==> config.mk <==
export PLATFORM = sky130hd
export DESIGN_NAME = jtopll_wrsched
export DESIGN_NICKNAME = d
export VERILOG_FILES = /design/src/rtl/jtopll_wrsched.sv
export SDC_FILE = /design/constraint.sdc
export NUM_CORES = 1
export LEC_CHECK = 0
export ABC_AREA = 1
export CAP_MARGIN = 40
export CORE_ASPECT_RATIO = 0.6
export CORE_MARGIN = 4
export CORE_UTILIZATION = 45
export CTS_BUF_LIST = sky130_fd_sc_hd__clkbuf_8
export CTS_CLUSTER_SIZE = 24
export DETAILED_ROUTE_END_ITERATION = 10
export PLACE_DENSITY = 0.61
export SYNTH_ARGS = -nofsm -noshare
export SYNTH_HDL_FRONTEND = slang
export SYNTH_SLANG_ARGS = --single-unit
==> constraint.sdc <==
create_clock -name clk -period 3.05 [get_ports clk]
set_input_delay 0.7625 -clock clk [delete_from_list [all_inputs] [get_ports clk]]
set_output_delay 0.7625 -clock clk [all_outputs]
set_load 0.01 [all_outputs]
==> src/rtl/jtopll_wrsched.sv <==
// ============================================================================
// jtopll_wrsched : queued host register-write scheduler driving the jtopll bus
// Optional feature macro: JTOPLL_WRSCHED_SKIP_EN (skip repeated address phase)
// Revision: 1.0
// ============================================================================
`default_nettype none

module jtopll_wrsched #(
    parameter int AW       = 4,
    parameter int WR_PULSE = 2,
    parameter int ADDR_GAP = 12,
    parameter int DATA_GAP = 84
) (
    input  logic          clk,
    input  logic          rst_n,
    input  logic          cen,
    input  logic          req_valid,
    output logic          req_ready,
    input  logic [7:0]    req_reg,
    input  logic [7:0]    req_val,
    output logic [AW:0]   level,
    output logic          busy,
    output logic          opl_addr,
    output logic [7:0]    opl_din,
    output logic          opl_cs_n,
    output logic          opl_wr_n
);

    localparam logic [2:0]  c_ST_IDLE   = 3'd0;
    localparam logic [2:0]  c_ST_AWR    = 3'd1;
    localparam logic [2:0]  c_ST_AGAP   = 3'd2;
    localparam logic [2:0]  c_ST_DWR    = 3'd3;
    localparam logic [2:0]  c_ST_DGAP   = 3'd4;

    localparam logic [AW:0] c_FULL      = {1'b1, {AW{1'b0}}};
    localparam logic [7:0]  c_PULSE_END = 8'(WR_PULSE - 1);
    localparam logic [7:0]  c_AGAP_END  = 8'(ADDR_GAP - 1);
    localparam logic [7:0]  c_DGAP_END  = 8'(DATA_GAP - 1);

    logic [15:0]   mem_q [2**AW];
    logic [AW-1:0] wr_ptr_q, rd_ptr_q;
    logic [AW:0]   level_q;

    logic [2:0]    state_q, state_d;
    logic [7:0]    cnt_q, cnt_d;
    logic [7:0]    hreg_q, hreg_d;
    logic [7:0]    hval_q, hval_d;

    logic          addr_q, addr_d;
    logic [7:0]    din_q, din_d;
    logic          cs_n_q, cs_n_d;
    logic          wr_n_q, wr_n_d;

    logic          w_push, w_pop, w_skip;
    logic [15:0]   w_head;

    assign req_ready = (level_q != c_FULL);
    assign w_push    = req_valid & req_ready;
    assign w_pop     = cen & (state_q == c_ST_IDLE) & (level_q != '0);
    assign w_head    = mem_q[rd_ptr_q];

    assign level     = level_q;
    assign busy      = (level_q != '0) | (state_q != c_ST_IDLE);
    assign opl_addr  = addr_q;
    assign opl_din   = din_q;
    assign opl_cs_n  = cs_n_q;
    assign opl_wr_n  = wr_n_q;

    // Queue storage needs no reset: only entries below level are ever read.
    always_ff @(posedge clk) begin
        if (w_push) begin
            mem_q[wr_ptr_q] <= {req_reg, req_val};
        end
    end

    always_ff @(posedge clk) begin
        if (!rst_n) begin
            wr_ptr_q <= '0;
            rd_ptr_q <= '0;
            level_q  <= '0;
        end else begin
            if (w_push) begin
                wr_ptr_q <= wr_ptr_q + AW'(1);
            end
            if (w_pop) begin
                rd_ptr_q <= rd_ptr_q + AW'(1);
            end
            case ({w_push, w_pop})
                2'b10:   level_q <= level_q + (AW+1)'(1);
                2'b01:   level_q <= level_q - (AW+1)'(1);
                default: level_q <= level_q;
            endcase
        end
    end

`ifdef JTOPLL_WRSCHED_SKIP_EN
    logic [7:0] last_reg_q;
    logic       last_ok_q;

    always_ff @(posedge clk) begin
        if (!rst_n) begin
            last_reg_q <= '0;
            last_ok_q  <= 1'b0;
        end else if (cen && (state_q == c_ST_AWR) && (cnt_q == c_PULSE_END)) begin
            last_reg_q <= hreg_q;
            last_ok_q  <= 1'b1;
        end
    end

    assign w_skip = last_ok_q & (w_head[15:8] == last_reg_q);
`else
    assign w_skip = 1'b0;
`endif

    always_comb begin
        state_d = state_q;
        cnt_d   = cnt_q;
        hreg_d  = hreg_q;
        hval_d  = hval_q;
        case (state_q)
            c_ST_IDLE: begin
                if (level_q != '0) begin
                    hreg_d  = w_head[15:8];
                    hval_d  = w_head[7:0];
                    cnt_d   = '0;
                    state_d = w_skip ? c_ST_DWR : c_ST_AWR;
                end
            end
            c_ST_AWR: begin
                if (cnt_q == c_PULSE_END) begin
                    state_d = c_ST_AGAP;
                    cnt_d   = '0;
                end else begin
                    cnt_d = cnt_q + 8'd1;
                end
            end
            c_ST_AGAP: begin
                if (cnt_q == c_AGAP_END) begin
                    state_d = c_ST_DWR;
                    cnt_d   = '0;
                end else begin
                    cnt_d = cnt_q + 8'd1;
                end
            end
            c_ST_DWR: begin
                if (cnt_q == c_PULSE_END) begin
                    state_d = c_ST_DGAP;
                    cnt_d   = '0;
                end else begin
                    cnt_d = cnt_q + 8'd1;
                end
            end
            c_ST_DGAP: begin
                if (cnt_q == c_DGAP_END) begin
                    state_d = c_ST_IDLE;
                    cnt_d   = '0;
                end else begin
                    cnt_d = cnt_q + 8'd1;
                end
            end
            default: begin
                state_d = c_ST_IDLE;
                cnt_d   = '0;
            end
        endcase
    end

    // Bus pins are a registered decode of the current state, so they trail it by one cen.
    always_comb begin
        cs_n_d = 1'b1;
        wr_n_d = 1'b1;
        addr_d = addr_q;
        din_d  = din_q;
        if (state_q == c_ST_AWR) begin
            cs_n_d = 1'b0;
            wr_n_d = 1'b0;
            addr_d = 1'b0;
            din_d  = hreg_q;
        end else if (state_q == c_ST_DWR) begin
            cs_n_d = 1'b0;
            wr_n_d = 1'b0;
            addr_d = 1'b1;
            din_d  = hval_q;
        end
    end

    always_ff @(posedge clk) begin
        if (!rst_n) begin
            state_q <= c_ST_IDLE;
            cnt_q   <= '0;
            hreg_q  <= '0;
            hval_q  <= '0;
            addr_q  <= 1'b0;
            din_q   <= '0;
            cs_n_q  <= 1'b1;
            wr_n_q  <= 1'b1;
        end else if (cen) begin
            state_q <= state_d;
            cnt_q   <= cnt_d;
            hreg_q  <= hreg_d;
            hval_q  <= hval_d;
            addr_q  <= addr_d;
            din_q   <= din_d;
            cs_n_q  <= cs_n_d;
            wr_n_q  <= wr_n_d;
        end
    end

endmodule

`default_nettype wire
=== Word-level counts from Yosys, hierarchy flattened ===
Memories as Yosys holds them, arrays and structs flattened. A register that Yosys moved wholly into a read port is not among the register bits.
Cells that the tools add are included.

* Output and inout port bits: 18
* Memory bits (writable): 256
* Bits of input ports: 20
* Memories kept: 1
* Word-level logic and storage cells: 64
* Bits in registers: 34

* Add/sub/neg operators: 5
* Bitwise gates (word level): 4
* Equal/unequal tests: 15
* Mux-type cells: 20
* Reductions and logical operators: 11

{| class="wikitable"
|+ Memories
! name !! depth !! width !! rd ports !! clocked after memory_dff !! wr ports !! line !! source
|-
| mem_q || 16 || 16 || 1 || 1 || 1 || 40 || <nowiki>logic [15:0] mem_q [2**AW];</nowiki>
|}

{| class="wikitable"
|+ Operator list
! cell !! count
|-
| 8-bit 2-to-1 mux || 6
|-
| 8-bit one-hot mux with 4 select lines || 1
|-
| 3-bit 2-to-1 mux || 5
|-
| 3-bit one-hot mux with 5 select lines || 1
|-
| 5-bit one-hot mux with 2 select lines || 1
|-
| 4-bit by 1-bit adder with 4-bit output (second input constant) || 2
|-
| 8-bit by 1-bit adder with 8-bit output (second input constant) || 1
|-
| 8-bit by 1-bit == test with 1-bit output (second input constant) || 1
|-
| 8-bit by 4-bit == test with 1-bit output (second input constant) || 1
|-
| 8-bit by 7-bit == test with 1-bit output (second input constant) || 1
|-
| 2-bit inequality test (second input constant) || 4
|-
| 3-bit by 2-bit == test with 1-bit output (second input constant) || 2
|-
| 1-bit 2-to-1 mux || 6
|-
| 6-bit AND reduction || 1
|-
| 5-bit by 1-bit adder with 5-bit output (second input constant) || 1
|-
| 5-bit inequality test (second input constant) || 1
|-
| 5-bit nonzero test || 1
|-
| 5-bit by 1-bit subtractor with 5-bit output (second input constant) || 1
|-
| 2-bit AND reduction || 2
|-
| 2-bit nonzero test || 2
|-
| 1-bit AND || 3
|-
| 3-bit by 1-bit == test with 1-bit output (second input constant) || 1
|-
| 3-bit == test (second input constant) || 1
|-
| 3-bit zero test || 1
|-
| 8 further kinds || 8
|}

=== Logic depth before layout (Yosys ltp) ===
Gate-level depths: netlist of run 1.

* Word-level depth: 5
* Depth in mapped cells: 17
* Depth with buffers taken out: 16

=== Least setup slack after synthesis of run 1 ===
No wires, ideal clock.

* Kind: input port to flip-flop
* Start point: input port cen
* End point: register level_q[4], in the netlist level[4]
* Path buffers: 1
* Data required time: 2.979 ns
* Cell stages on the path: 14
* Setup time: 0.071 ns
* Arrival: 2.210 ns
* Path slack: 0.769 ns
* Path through: nand3_2 inv_4 buf_6 ha_1 xor2_1 ha_1 inv_1 nand2_1 nand3_1 nand2_1 nand2_1 nand2_1 nand2_1 a21oi_1

* Cells in the longest elaborated chain, start to end: 4
* Elaborated cells between the ends (all ways): 6
* Those cells by class: 2 x eq/ne; 1 x mux; 2 x bitwise; 1 x reduce/logical

{| class="wikitable"
|+ Ends and longest elaborated chain
! item !! line !! source
|-
| from (decl) || 16 || <nowiki>input logic cen,</nowiki>
|-
| 1-bit AND * (2 in a row) || 59 || <nowiki>assign w_pop = cen & (state_q == c_ST_IDLE) & (level_q != '0);</nowiki>
|-
| via w_pop || 54 || <nowiki>logic w_push, w_pop, w_skip;</nowiki>
|-
| 2-bit by 1-bit == test with 1-bit output / 2-bit == test (equally long branches) || 88 || <nowiki>case ({w_push, w_pop})</nowiki>
|-
| 5-bit one-hot mux with 2 select lines / 2-bit nonzero test (equally long branches) || -- ||
|-
| to (signal assigned) || 89 || <nowiki>2'b10: level_q <= level_q + (AW+1)'(1);</nowiki>
|-
| to (signal assigned) || 90 || <nowiki>2'b01: level_q <= level_q - (AW+1)'(1);</nowiki>
|-
| to (signal assigned) || 91 || <nowiki>default: level_q <= level_q;</nowiki>
|-
| to (decl) || 42 || <nowiki>logic [AW:0] level_q;</nowiki>
|}

The timed path passes the listed nets; every way through them passes the cells marked *.
A chain may end at the register's enable or synchronous reset.

=== Worst setup path after layout of run 1 ===
* Start point: register level_q[0], in the netlist level[0]
* End point: output port busy

* Cells in the longest elaborated chain, start to end: 2

{| class="wikitable"
|+ Ends and longest elaborated chain
! item !! line !! source
|-
| 5-bit nonzero test || 63 || <nowiki>assign busy = (level_q != '0) | (state_q != c_ST_IDLE);</nowiki>
|-
| 1-bit bitwise OR || 63 ||
|-
| to (decl) || 22 || <nowiki>output logic busy,</nowiki>
|}

Every way passes these cells.

==> results of run 1 <==
[state kept, by name (all words and copies together) (netlist names)]
signal / count
level: 5
hval_q: 8
wr_ptr_q: 4
opl_din: 8
rd_ptr_q: 4
hreg_q: 8
cnt_q: 8
opl_addr: 1
state_q: 3
mem_q: 256
opl_wr_n: 1
[report_power, final]
part           internal [mW]  switching (mW)  total [mW]  leakage [nW]
clock                   1.44            1.55        3.00         0.464
combinational           1.16            2.43        3.59          2.07
sequential              4.81           0.191        5.00          2.72
total                   7.42            4.17        11.6          5.26
[per-layer routing]
layer | GRT usage | part of all wire | vias up
met4 | 0.0554 | 0.020 | 2
met1 | 0.332 | 0.50 | 4196
met5 | 0 | 0.00057 | -
met2 | 0.266 | 0.40 | 300
li1 | - | - | 4229
met3 | 0.0415 | 0.076 | 52
[worst max-delay path, stage by stage (launching register included)]
cell and delay [ns]:
dfxtp_1 0.37, nor2_1 0.16, nand3b_1 0.18, nor2_1 0.26, inv_1 0.07, clkdlybuf4s50_1 0.48
[layout by cell type (no fill, tap or decap), types with 23 or more instances in the layout]
cell             instances
a21oi_1                 23
buf_4                   40
clkbuf_8                48
clkdlybuf4s50_1         37
dfxtp_1                 48
edfxtp_1               256
inv_1                   62
nand2_1                138
nand3_1                130
nor2_1                 292
o21ai_0                123
[synth_stat cells (8+ instances only)]
master | n | share of area
nor2_1 | 308 | 0.091
edfxtp_1 | 256 | 0.60
nand2_1 | 138 | 0.041
nand3_1 | 130 | 0.051
o21ai_0 | 123 | 0.048
dfxtp_1 | 50 | 0.079
inv_1 | 44 | 0.013
a21oi_1 | 23 | 0.0091
clkbuf_1 | 22 | 0.0065
buf_4 | 17 | 0.010
ha_1 | 11 | 0.011
o21ai_1 | 11 | 0.0043
buf_1 | 10 | 0.0030
buf_2 | 10 | 0.0039
xor2_1 | 10 | 0.0069
o22ai_1 | 8 | 0.0039
[through the flow]
stage | std cells | cell area, µm² | hold slack, ns | setup WS (ns)
final | 1659 | 14400 | 0.500 | 0.197
after global routing | 1659 | 14400 | 0.540 | 0.00229
after CTS | 1659 | 14400 | 0.502 | 0.139
after detailed placement | 1579 | 13600 | 0.486 | 0.183
after global placement | 1579 | 13600 | 0.469 | 0.204
after floorplan | 1195 | 12700 | 0.471 | 0.769
[kinds of logic after synthesis]
family,Yosys count,synth area share
flops,306,0.683
compound gates,169,0.0681
fa+ha+maj,11,0.0108
xor+xnor,10,0.00689
buf+inv,113,0.0413
simple gates,586,0.189
[final cells by class]
cell class / count / share of cell area
Sequential cell: 306 / 0.604
Clock buffer: 48 / 0.0459
Inverter: 51 / 0.0136
Tap cell: 367 / 0.0319
Clock inverter: 32 / 0.00870
Timing Repair Buffer: 79 / 0.0494
Multi-Input combinational cell: 776 / 0.246
[path summary, 6_finish.rpt]
| check | start | endpoint | slack [ns] | depth (start not counted) |
|---|---|---|---|---|
| worst max-delay path | level[0]$_SDFFE_PN0P_ | busy | 0.20 | 5 |
| worst min-delay path | opl_addr$_SDFFE_PN0P_ | opl_addr$_SDFFE_PN0P_ | 0.50 | 2 |
| worst max register to register | state_q[1]$_SDFFE_PN0P_ | level[4]$_SDFFE_PN0P_ | 0.73 | 17 |
| worst min register to register | opl_addr$_SDFFE_PN0P_ | opl_addr$_SDFFE_PN0P_ | 0.50 | 2 |
==> out/metrics.yaml, run 1 <==
status: "completed"
skew_ns: 0.0177
grt_start_max_net_pins: 83
clkSlewWorstSetupHoldPaths_ns: 0.06
postLayoutCoreUtil: 0.519
area_growth_pct: 13.1
register_area_um2: 8690
synth_edf_count: 256
crit_arrival_ns: 2.09
period_needed_ns: 2.85
cts.htree.levels: 2
synthCells: 1195
drv_slew: 0
antenna_found_initial: 1
vias: 8779
track_usage: 0.201
drc: 0
setup_tns_ns: 0
drive_gt1_frac: 0.0944
first_iter_violations: 844
yosys_warnings: 0
tightest_slew_ns: 0.950
clockRootBuffer: "clkbuf_8"
worstSetupStartpointType: "flip-flop"
grt_pass1_vias: 8250
crit_required_ns: 2.29
maxCapViolCount: 0
yosys_most_used_dff: "edfxtp_1"
synth_area_um2: 12700
leakagePower_nw: 5.26
post_cts_buffers: 0
ys_seq_area_frac: 0.683
die_h_um: 138
cts_resized: 0
viasPerCell: 5.29
worstHoldPathType: "flip-flop to flip-flop"
port_buffers: 37
p_total_mw: 11.6
async_flop_share: 0
cp_max_fo: 5
multi_input_area_um2: 3540
postRouteAntennaNets: 0
diodes: 0
die_area_um2: 31100
syn-num-nets: 1226
avgRoutedWirePerCell_um: 19.0
num-fill-cells: 2445
ys_seq_elements: 306
cts_tree: "yes"
power_density_nw_per_um2: 806
crit_type: "flip-flop to output pin"
globalplace.congestion: 0.823
relSlewSlack: 0.364
clk_latency_ns: 0.58
synth_area_per_cell_um2: 10.6
grt-ovfl-total: 0
coreArea_um2: 27700
postCtsHoldBufs: 0
core.rowCount: 47
layout.nets: 1290
ios: 38
finalHoldViolations: 0
hpwl_um: 19600
cts.sinks: 306
clockBufferDepth: 3
ys_types: 30
ir_worst_vdd_mv: 0.593
die_w_um: 225
cp-end-kind: "output pin"
timing.fmax_mhz: 350
drtPass1Iterations: 5
rsz0062_at_grt: "false"
grt_first_pass_wirelength_um: 49100
layout_worst_path_cycle_share: 0.936
finalSetupViolCount: 0
numCtsBuffers: 45
initial_core_util: 0.459
finalWirelength_um: 31500
Note: power is estimated with default switching activity, not from simulation.
==> run 2: changes to the inputs <==
--- a/config.mk
+++ b/config.mk
@@ -9,11 +9,12 @@
 export CAP_MARGIN = 40
 export CORE_ASPECT_RATIO = 0.6
 export CORE_MARGIN = 4
-export CORE_UTILIZATION = 45
+export CORE_UTILIZATION = 48
 export CTS_BUF_LIST = sky130_fd_sc_hd__clkbuf_8
 export CTS_CLUSTER_SIZE = 24
 export DETAILED_ROUTE_END_ITERATION = 10
-export PLACE_DENSITY = 0.61
+export PLACE_DENSITY = 0.65
+export SETUP_SLACK_MARGIN = 0.1
 export SYNTH_ARGS = -nofsm -noshare
 export SYNTH_HDL_FRONTEND = slang
 export SYNTH_SLANG_ARGS = --single-unit
==> constraint.sdc (replaced) <==
create_clock -name clk -period 3.25 [get_ports clk]
set_input_delay 0.8125 -clock clk [delete_from_list [all_inputs] [get_ports clk]]
set_output_delay 0.8125 -clock clk [all_outputs]
set_load 0.01 [all_outputs]
==> run 2 against run 1 <==
Design area up 0.99%. Highest routed layer unchanged. Register-to-register slack gained 0.19 ns. Total power down 4.2%.
==> out/metrics.yaml, run 2 (synthesis results as in run 1) <==
grt_pass1_vias: 8259
globalplace.congestion: 0.812
largest_reg_flops: 256
cp-end-kind: "output pin"
finalHoldViolations: 0
mostFrequentLayoutCells: "nor2_1, edfxtp_1, nand2_1"
drive_gt1_frac: 0.0969
regMostFlops: "mem_q"
vias: 8726
die_area_um2: 29200
port_buffers: 37
layout_commonest_cell: "nor2_1"
cpMostUsedCell: "nor2_1"
timing.fmax_mhz: 342
rsz0062_at_grt: "false"
cp_max_fo: 5
leakagePower_nw: 5.33
worstSetupStartpointType: "flip-flop"
postRouteAntennaNets: 0
clockBufferDepth: 3
cts_resized: 0
grt_first_pass_wirelength_um: 48600
power_density_nw_per_um2: 765
relSlewSlack: 0.427
worstHoldPathType: "flip-flop to flip-flop"
track_usage: 0.217
avgRoutedWirePerCell_um: 19.0
initial_core_util: 0.495
antenna_found_initial: 3
clk_latency_ns: 0.57
core.rowCount: 45
p_total_mw: 11.1
clkSlewWorstSetupHoldPaths_ns: 0.06
layout_worst_path_cycle_share: 0.898
cts.sinks: 306
clockRootBuffer: "clkbuf_8"
grt_start_max_net_pins: 131
ir_worst_vdd_mv: 0.490
drv_slew: 0
slowest_stage: "clkdlybuf4s50_1"
hpwl_um: 18300
drc: 0
cts.htree.levels: 2
setup_tns_ns: 0
die_w_um: 218
ios: 38
numCtsBuffers: 45
crit_arrival_ns: 2.11
crit_type: "flip-flop to output pin"
finalWirelength_um: 31200
period_needed_ns: 2.92
skew_ns: 0.0211
crit_path_max_incr_delay_ns: 0.48
cts_tree: "yes"
viasPerCell: 5.31
status: "completed"
grt-ovfl-total: 0
finalSetupViolCount: 0
path_delay_family: "simple AND/OR/NAND/NOR gates"
die_h_um: 134
post_cts_buffers: 0
coreArea_um2: 25700
tightest_slew_ns: 0.854
num-fill-cells: 2233
postCtsHoldBufs: 0
area_growth_pct: 14.3
crit_required_ns: 2.44
layout.nets: 1284
drtPass1Iterations: 5
crit_chain: "nor2_1 > nand3b_1 > nor2_1 > inv_1 > clkdlybuf4s50_1"
first_iter_violations: 799
maxCapViolCount: 0
cp_num_buf_inv: 2
-- run 2: power breakdown --
| group | leakage, nW | total, mW | internal (mW) | switching, mW |
|---|---|---|---|---|
| Sequential | 2.72 | 4.70 | 4.52 | 0.181 |
| Combinational | 2.07 | 3.36 | 1.11 | 2.24 |
| Clock | 0.532 | 3.05 | 1.59 | 1.47 |
-- run 2: worst reg2reg max path, cell delays in order (launching register included) --
cell and delay [ns]:
dfxtp_1 0.30, buf_4 0.17, inv_1 0.10, nand2_1 0.11
inv_1 0.09, nand3_2 0.15, inv_4 0.11, ha_1 0.27
xor2_1 0.23, ha_1 0.18, inv_1 0.04, nand2_1 0.09
nand3_1 0.10, nand2_1 0.08, nand2_1 0.05, nand2_1 0.05
nand2_1 0.05, a21oi_1 0.11
-- run 2: routing by layer --
metal | vias up | track usage | share of wire
met3 | 52 | 0.0453 | 0.068
met1 | 4176 | 0.346 | 0.50
met4 | 4 | 0.0551 | 0.017
li1 | 4220 | - | -
met5 | - | 0 | 0.00090
met2 | 274 | 0.303 | 0.42
-- run 2: area by class of cell --
cell class,count,area (µm²),area share
Sequential cell,306,8690,0.599
Multi-Input combinational cell,776,3540,0.244
Timing Repair Buffer,73,766,0.0527
Clock buffer,54,743,0.0512
Tap cell,352,440,0.0303
Inverter,51,195,0.0134
Clock inverter,30,146,0.0101
Antenna cell,1,2.50,0.000172
-- run 2: worst paths after layout --
path	startpoint	end	slack, ns	depth (start not counted)
max	level[0]$_SDFFE_PN0P_	busy	0.33	5
min	wr_ptr_q[3]$_SDFFE_PN0P_	wr_ptr_q[3]$_SDFFE_PN0P_	0.51	2
max reg2reg	state_q[1]$_SDFFE_PN0P_	level[4]$_SDFFE_PN0P_	0.92	17
min reg2reg	wr_ptr_q[3]$_SDFFE_PN0P_	wr_ptr_q[3]$_SDFFE_PN0P_	0.51	2
-- run 2: metrics by stage --
step,hold slack [ns],instance area [µm²],utilization,setup WS [ns],cells
5_1_grt,0.545,14500,0.566,0.177,1642
3_3_place_gp,0.483,13600,0.531,0.345,1558
4_1_cts,0.503,14500,0.566,0.284,1642
3_5_place_dp,0.492,13600,0.531,0.311,1558
2_1_floorplan,0.471,12700,-,0.919,1195
6_report,0.506,14500,0.566,0.330,1643
